==> config.mk <==
export PLATFORM = sky130hd
export DESIGN_NAME = sha_mem_arbiter
export DESIGN_NICKNAME = d
export VERILOG_FILES = /design/src/rtl/sha_pkg.sv /design/src/rtl/sha_mem_arbiter_rr_pick.sv /design/src/rtl/sha_mem_arbiter.sv
export SDC_FILE = /design/constraint.sdc
export NUM_CORES = 1
export LEC_CHECK = 0
export ABC_AREA = 1
export BUFFER_PORTS_ARGS = -buffer_cell sky130_fd_sc_hd__buf_2
export CAP_MARGIN = 10
export CORE_AREA = 2 2 127 129
export DETAILED_ROUTE_END_ITERATION = 16
export DIE_AREA = 0 0 129 131
export GPL_TIMING_DRIVEN = 0
export PLACE_DENSITY = 0.54
export SLEW_MARGIN = 20
export SYNTH_ARGS = -nofsm -noshare
export SYNTH_HDL_FRONTEND = slang
export SYNTH_SLANG_ARGS = --single-unit
==> constraint.sdc <==
create_clock -name clk -period 5.2 [get_ports clk]
set_input_delay 0.78 -clock clk [delete_from_list [all_inputs] [get_ports clk]]
set_output_delay 0.78 -clock clk [all_outputs]
set_load 0.05 [all_outputs]
==> src/rtl/sha_pkg.sv <==
// Shared types and memory-interface constants for the hash-core memory arbiter.
package sha_pkg;

   typedef enum logic {
      IDLE = 1'b0,
      BUSY = 1'b1
   } arb_state_t;

   localparam int MEM_ADDR_W = 16;
   localparam int MEM_DATA_W = 32;
   localparam int MEM_RD_LAT = 1;

endpackage

==> src/rtl/sha_mem_arbiter_rr_pick.sv <==
// Combinational round-robin picker: first set, non-excluded request bit,
// searching upward from ptr and wrapping from N-1 back to 0.
module rr_pick #(
   parameter int N     = 4,
   parameter int IDX_W = 2
) (
   input  logic [N-1:0]     req,
   input  logic [IDX_W-1:0] ptr,
   input  logic [N-1:0]     excl,
   output logic [IDX_W-1:0] idx,
   output logic             found
);

   int k;

   // Scan N positions starting at ptr; the first eligible hit wins.
   always_comb begin
      found = 1'b0;
      idx   = '0;
      k     = 0;
      for (int i = 0; i < N; i++) begin
         k = int'(ptr) + i;
         if (k >= N) k = k - N;
         if (!found && req[k] && !excl[k]) begin
            found = 1'b1;
            idx   = k[IDX_W-1:0];
         end
      end
   end

endmodule

==> src/rtl/sha_mem_arbiter.sv <==
// Round-robin arbiter sharing one memory port between NUM_REQ hash cores.
// Grant is held for as long as the owner keeps req high; read data returns
// to the issuing requester one cycle after the address is presented.
module sha_mem_arbiter
   import sha_pkg::*;
#(
   parameter int NUM_REQ = 4,
   parameter int ADDR_W  = MEM_ADDR_W,
   parameter int DATA_W  = MEM_DATA_W
) (
   input  logic                      clk,
   input  logic                      reset_n,
   input  logic [NUM_REQ-1:0]        req,
   output logic [NUM_REQ-1:0]        grant,
   input  logic [NUM_REQ-1:0]        req_we,
   input  logic [NUM_REQ*ADDR_W-1:0] req_addr,
   input  logic [NUM_REQ*DATA_W-1:0] req_wdata,
   output logic [DATA_W-1:0]         rdata,
   output logic [NUM_REQ-1:0]        rvalid,
   output logic                      mem_clk,
   output logic                      mem_we,
   output logic [ADDR_W-1:0]         mem_addr,
   output logic [DATA_W-1:0]         mem_write_data,
   input  logic [DATA_W-1:0]         mem_read_data
);

   localparam int IDX_W = $clog2(NUM_REQ);
   localparam logic [NUM_REQ-1:0] ONE = {{(NUM_REQ-1){1'b0}}, 1'b1};

   arb_state_t         state;
   logic [IDX_W-1:0]   owner;
   logic [IDX_W-1:0]   rr_ptr;
   logic [IDX_W-1:0]   nxt_ptr;
   logic [IDX_W-1:0]   pick_ptr;
   logic [IDX_W-1:0]   win_idx;
   logic               win_found;
   logic [NUM_REQ-1:0] excl;

   assign mem_clk = clk;
   assign rdata   = mem_read_data;
   assign nxt_ptr = (int'(owner) == NUM_REQ - 1) ? '0 : owner + 1'b1;

   // On release the search starts just past the owner and skips it, so a
   // releasing owner can never re-win at its own release edge.
   always_comb begin
      pick_ptr = rr_ptr;
      excl     = '0;
      if (state == BUSY) begin
         pick_ptr = nxt_ptr;
         excl     = grant;
      end
   end

   rr_pick #(.N(NUM_REQ), .IDX_W(IDX_W)) u_pick (
      .req   (req),
      .ptr   (pick_ptr),
      .excl  (excl),
      .idx   (win_idx),
      .found (win_found)
   );

   // Arbitration FSM: grab on any request, hold while owner requests, hand off with no idle gap.
   always_ff @(posedge clk or negedge reset_n) begin
      if (!reset_n) begin
         state  <= IDLE;
         grant  <= '0;
         owner  <= '0;
         rr_ptr <= '0;
      end else begin
         case (state)
            IDLE: begin
               if (win_found) begin
                  state <= BUSY;
                  grant <= ONE << win_idx;
                  owner <= win_idx;
               end
            end
            BUSY: begin
               if (!req[owner]) begin
                  rr_ptr <= nxt_ptr;
                  if (win_found) begin
                     grant <= ONE << win_idx;
                     owner <= win_idx;
                  end else begin
                     grant <= '0;
                     state <= IDLE;
                  end
               end
            end
            default: state <= IDLE;
         endcase
      end
   end

   // Read tag: the one-hot rvalid register remembers who issued the read, so
   // a read in the owner's final cycle still returns to it after handoff.
   always_ff @(posedge clk or negedge reset_n) begin
      if (!reset_n) rvalid <= '0;
      else          rvalid <= (state == BUSY && !req_we[owner]) ? (ONE << owner) : '0;
   end

   // Memory mux: only the granted requester reaches the port; idle drives zeros.
   always_comb begin
      mem_we         = 1'b0;
      mem_addr       = '0;
      mem_write_data = '0;
      if (|grant) begin
         mem_we         = req_we[owner];
         mem_addr       = req_addr[int'(owner)*ADDR_W +: ADDR_W];
         mem_write_data = req_wdata[int'(owner)*DATA_W +: DATA_W];
      end
   end

   ap_grant_oh:  assert property (@(posedge clk) disable iff (!reset_n) $onehot0(grant));
   ap_rvalid_oh: assert property (@(posedge clk) disable iff (!reset_n) $onehot0(rvalid));
   ap_we_grant:  assert property (@(posedge clk) disable iff (!reset_n) mem_we |-> (grant != '0));

endmodule

=== Yosys cells after proc, flatten, opt, wreduce, memory -nomap -nowiden ===
Cells that the tools add are included.
W data, S select, Z words.

* Output and inout port bits: 90
* Bits of input ports: 234
* Logic and storage cells: 107
* Bits in registers: 13

* Reduce and logical (&&, ||, !) cells: 19
* Bitwise logic cells: 2
* Magnitude comparators: 9
* $add $sub $neg: 8
* Equality and inequality tests: 3
* Mux-type cells: 57
* Shift-type cells: 4

{| class="wikitable"
|+ Operator list
! operator !! number
|-
| $mux W32 || 5
|-
| $lt A32 B4 Y1 const B || 4
|-
| $shiftx A128 B8 Y32 || 1
|-
| $ge A32 B4 Y1 const B || 3
|-
| $sub A32 B4 Y32 const B || 3
|-
| $shiftx A64 B7 Y16 || 1
|-
| $mux W1 || 25
|-
| $bmux W1 S2 || 10
|-
| $mux W4 || 5
|-
| $mux W16 || 1
|-
| $mux W2 || 8
|-
| $logic_and A1 B1 Y1 || 8
|-
| $logic_not A1 Y1 || 8
|-
| $pmux W4 S2 || 1
|-
| $shl A1 B2 Y4 const A || 2
|-
| $add A2 B2 Y3 const B || 2
|-
| $pmux W2 S2 || 1
|-
| $reduce_and A2 Y1 || 2
|-
| $reduce_or A4 Y1 || 1
|-
| $sub A2 B3 Y4 const B || 1
|-
| $add A2 B1 Y3 const B || 1
|-
| $ge A2 B3 Y1 const B || 1
|-
| $lt A2 B3 Y1 const B || 1
|-
| $add A2 B1 Y2 const B || 1
|-
| other kinds (5) || 6
|}

=== Longest topological paths before layout ===
* Word-level depth: 27
* Depth in mapped cells: 18
* Depth with buffers taken out: 15

=== Cells and area by module ===
From an unflattened synthesis, not the netlist that was laid out.

* Cell total of the unflattened synthesis: 558
* Area total of the unflattened synthesis: 2937.8 sq um

{| class="wikitable"
|+ Modules (own cells, without submodules)
! module !! cells each !! area an instance (sq um) !! sequential area each (sq um) !! times used
|-
| sha_mem_arbiter || 504 || 2668.8 || 325.3 || 1
|-
| rr_pick || 54 || 269.0 || 0.0 || 1
|}

==> results.txt <==
The startpoint identified for the worst register-to-register timing path is owner[0]$_DFFE_PN0P_. The buffers plus inverters on the worst setup path came out at 4. After global routing the overflow that remains totals 0. The sequential element share of the synthesized area is 0.105.

The starting DRC count in detailed routing is 222. For this run, the detailed router's first-pass iteration total came to 4. On the worst path, the slowest cell contributes a delay of 200 ps. The number of hold violations in the final report is 0. The cell area after placement came out at 0.00483 mm^2.

The slowest stage of the critical path belongs to the cell buf_2. The via count of the first global-routing pass is 4487. The count of unique library cells instantiated by Yosys is 31. The count of cell instances traversed by the critical path is 4. The fraction of layout cells with a size suffix above 1 is 0.419. The worst register-to-register path has a depth of 17. On the final layout, the worst clock skew is 4.90 ps.

The power density over the cells came out at 841 mW/mm^2. In the final routed layout, each cell accounts on average for 15.1 um. On the critical path the largest part of the delay comes from buffers and inverters. The weighted congestion at the end of routability-driven global placement is 0.915. The primary flip-flop cell chosen by synthesis mapping is dfrtp_1. The repair_antennas step left the layout with diodes totalling 0. The critical path goes through clkbuf_16, clkbuf_16, buf_4, buf_2. The area inside the core boundary came out at 0.0156 mm^2. The synthesized design contains 13 register bits. The run finished with clean final reports. For this configuration, the core starts out at a cell density of 0.199. The worst setup path is of the clock port to primary output kind.

Data on the critical path is required at its endpoint by 4420 ps. Counting the fill cells in the layout gives 1851. The via density per instance came out at 4.37. The kind of launch point of the worst setup path is a clock port. The capturing element type of the critical path is a primary output. The warning count from the yosys run is 0. The number of nets handed over by synthesis was 825. Max-cap violations in this run came to 0.

The worst min-delay path class is input port to async pin. In this run the count of I/O pins placed on the die edge is 324. The clock network latency to the later pin of the worst-skew pair is 350 ps. The share of flip-flops with an asynchronous set or reset came out at 1.00.

IR analysis of the VDD net gives a maximum drop of 0.382 mV. Setup repair after global routing left no endpoint under its margin. The critical path launch point is clk.

The count of standard-cell rows came out at 46. Entering global routing, the biggest net connects 14 pins. The number of antenna violations at the first check in global routing is 0. The largest driver fanout on the critical path is 2.

From bottom edge to top edge, the die measures 131 um. For this block, the via count after detailed routing is 4815. The critical path's most frequent cell is clkbuf_16. The number of remaining DRC errors came out at 0.

The number of resized instances in the post-cts repair step is 0. The detailed placement HPWL is 13900 um. The first global-routing pass estimated 24100 um of wire. The setup TNS is 0 ps. The average instance area after synthesis is 5.28 um^2. The number of enable flip-flop cells after synthesis came out at 0. The number of endpoints failing setup at the final stage came out at 0.

For the pin with the worst max-slew slack, the measured transition is 749 ps. The count of buffers added on input and output ports is 291. The static leakage power came out at 2.74 nW. TritonCTS built the clock tree.

The arrival time at the worst endpoint came out at 3160 ps. After synthesis the cells add up to 0.00310 mm^2. The top cell types in the final layout, fill and taps aside, are 293 x buf_2, 210 x nor2_1, 101 x o21ai_0. Timing analysis after detailed placement gives a worst setup slack of 1390 ps. After clock tree synthesis, the clock-pin slew on the worst setup and hold paths is 50 ps. The number of antenna-violating nets in the routed design is 0. Overall power consumption after layout is estimated at 4.19 mW. The relative max-transition margin came out at 0.496. The die outline area came out at 0.0169 mm^2. The number of buffers added to fix hold violations after cts came out at 0. Setup slack on the critical path of the routed design comes to 1260 ps. The final net count came out at 1124.

The post-route cell area came out at 0.00499 mm^2. The gate count of the mapped netlist is 587. The library cell used most frequently in the layout, excluding fill and tap cells, is buf_2. Wires add up to 16600 um. The final count of pins violating max slew was 0. From synthesis to final layout, the design area changed by 60.9%. The count of buffers added by post-CTS timing repair for setup came out at 0. The x dimension of the die is 129 um. The global-route usage over all layers is 0.183.
==> worst paths after layout <==
| path | endpoint | slack [ps] |
|---|---|---|
| hold reg to reg | rr_ptr[1]$_DFFE_PN0P_ | 560 |
| hold / removal | rvalid[2]$_DFF_PN0_ | 310 |
| max in group asynchronous | owner[0]$_DFFE_PN0P_ | 4660 |
| setup / recovery | mem_clk | 1260 |
| min in group clk | rr_ptr[1]$_DFFE_PN0P_ | 560 |
| setup reg to reg | grant[2]$_DFFE_PN0P_ | 1450 |
==> registers in the layout (all words and copies together), names as in the netlist <==
name	cells
grant	4
rvalid	4
owner	2
rr_ptr	2
state	1
==> worst register-to-register path, stage by stage, from the launching register on <==
cell and delay [ps]:
dfrtp_1 490, inv_1 160, clkbuf_1 420, clkbuf_1 470, clkbuf_1 480, ha_1 350
inv_1 80, nand2_1 50, nand2_1 180, nand3_1 110, nand2_2 150, nand3_2 90
nand2_1 150, nand4_1 150, nand2_1 80, nand2_1 90, nand3_1 90, nand2_1 50
==> area by class of cell <==
type	instances	area, um^2	share of cell area
Multi-Input combinational cell	475	2260	0.454
Timing Repair Buffer	290	1450	0.291
Buffer	73	415	0.0833
Sequential cell	13	325	0.0652
Tap cell	216	270	0.0542
Clock buffer	7	155	0.0311
Inverter	26	100	0.0201
Clock inverter	1	5.00	0.00100
==> through the flow <==
step | utilization | hold slack (ps) | std cells
after floorplan | - | 475 | 587
after global placement | 0.309 | 500 | 1094
after detailed placement | 0.310 | 541 | 1094
after CTS | 0.320 | 322 | 1101
after global routing | 0.320 | 335 | 1101
final | 0.320 | 307 | 1101
==> metal layers <==
| metal | part of all wire | routed length [um] | track usage |
|---|---|---|---|
| met1 | 0.43 | 7220 | 0.237 |
| met2 | 0.50 | 8350 | 0.326 |
| met3 | 0.053 | 888 | 0.0297 |
| met4 | 0.011 | 181 | 0.0281 |
| met5 | 0 | 0 | 0 |
==> cell usage after synthesis, types with 4 or more instances <==
cell type	number	area [um^2]
a21oi_1	52	260
buf_1	7	26.3
buf_4	33	248
clkbuf_1	29	109
dfrtp_1	13	325
ha_1	4	50.1
inv_1	20	75.1
inv_2	5	18.8
nand2_1	48	180
nand2_2	9	56.3
nand2_4	9	101
nand3_1	23	115
nor2_1	210	788
o21ai_0	101	505
==> kinds of logic after synthesis <==
kind of cell	after synthesis	synth area share
flops	13	0.105
compound gates	161	0.270
fa+ha+maj	4	0.0161
buf+inv	99	0.166
simple gates	310	0.443
==> power breakdown <==
| group | switching (mW) | internal (mW) |
|---|---|---|
| clock | 0.0904 | 0.215 |
| combinational | 2.75 | 0.951 |
| sequential | 0.0410 | 0.146 |
| total | 2.88 | 1.31 |
(Power assumes the default switching activity.)
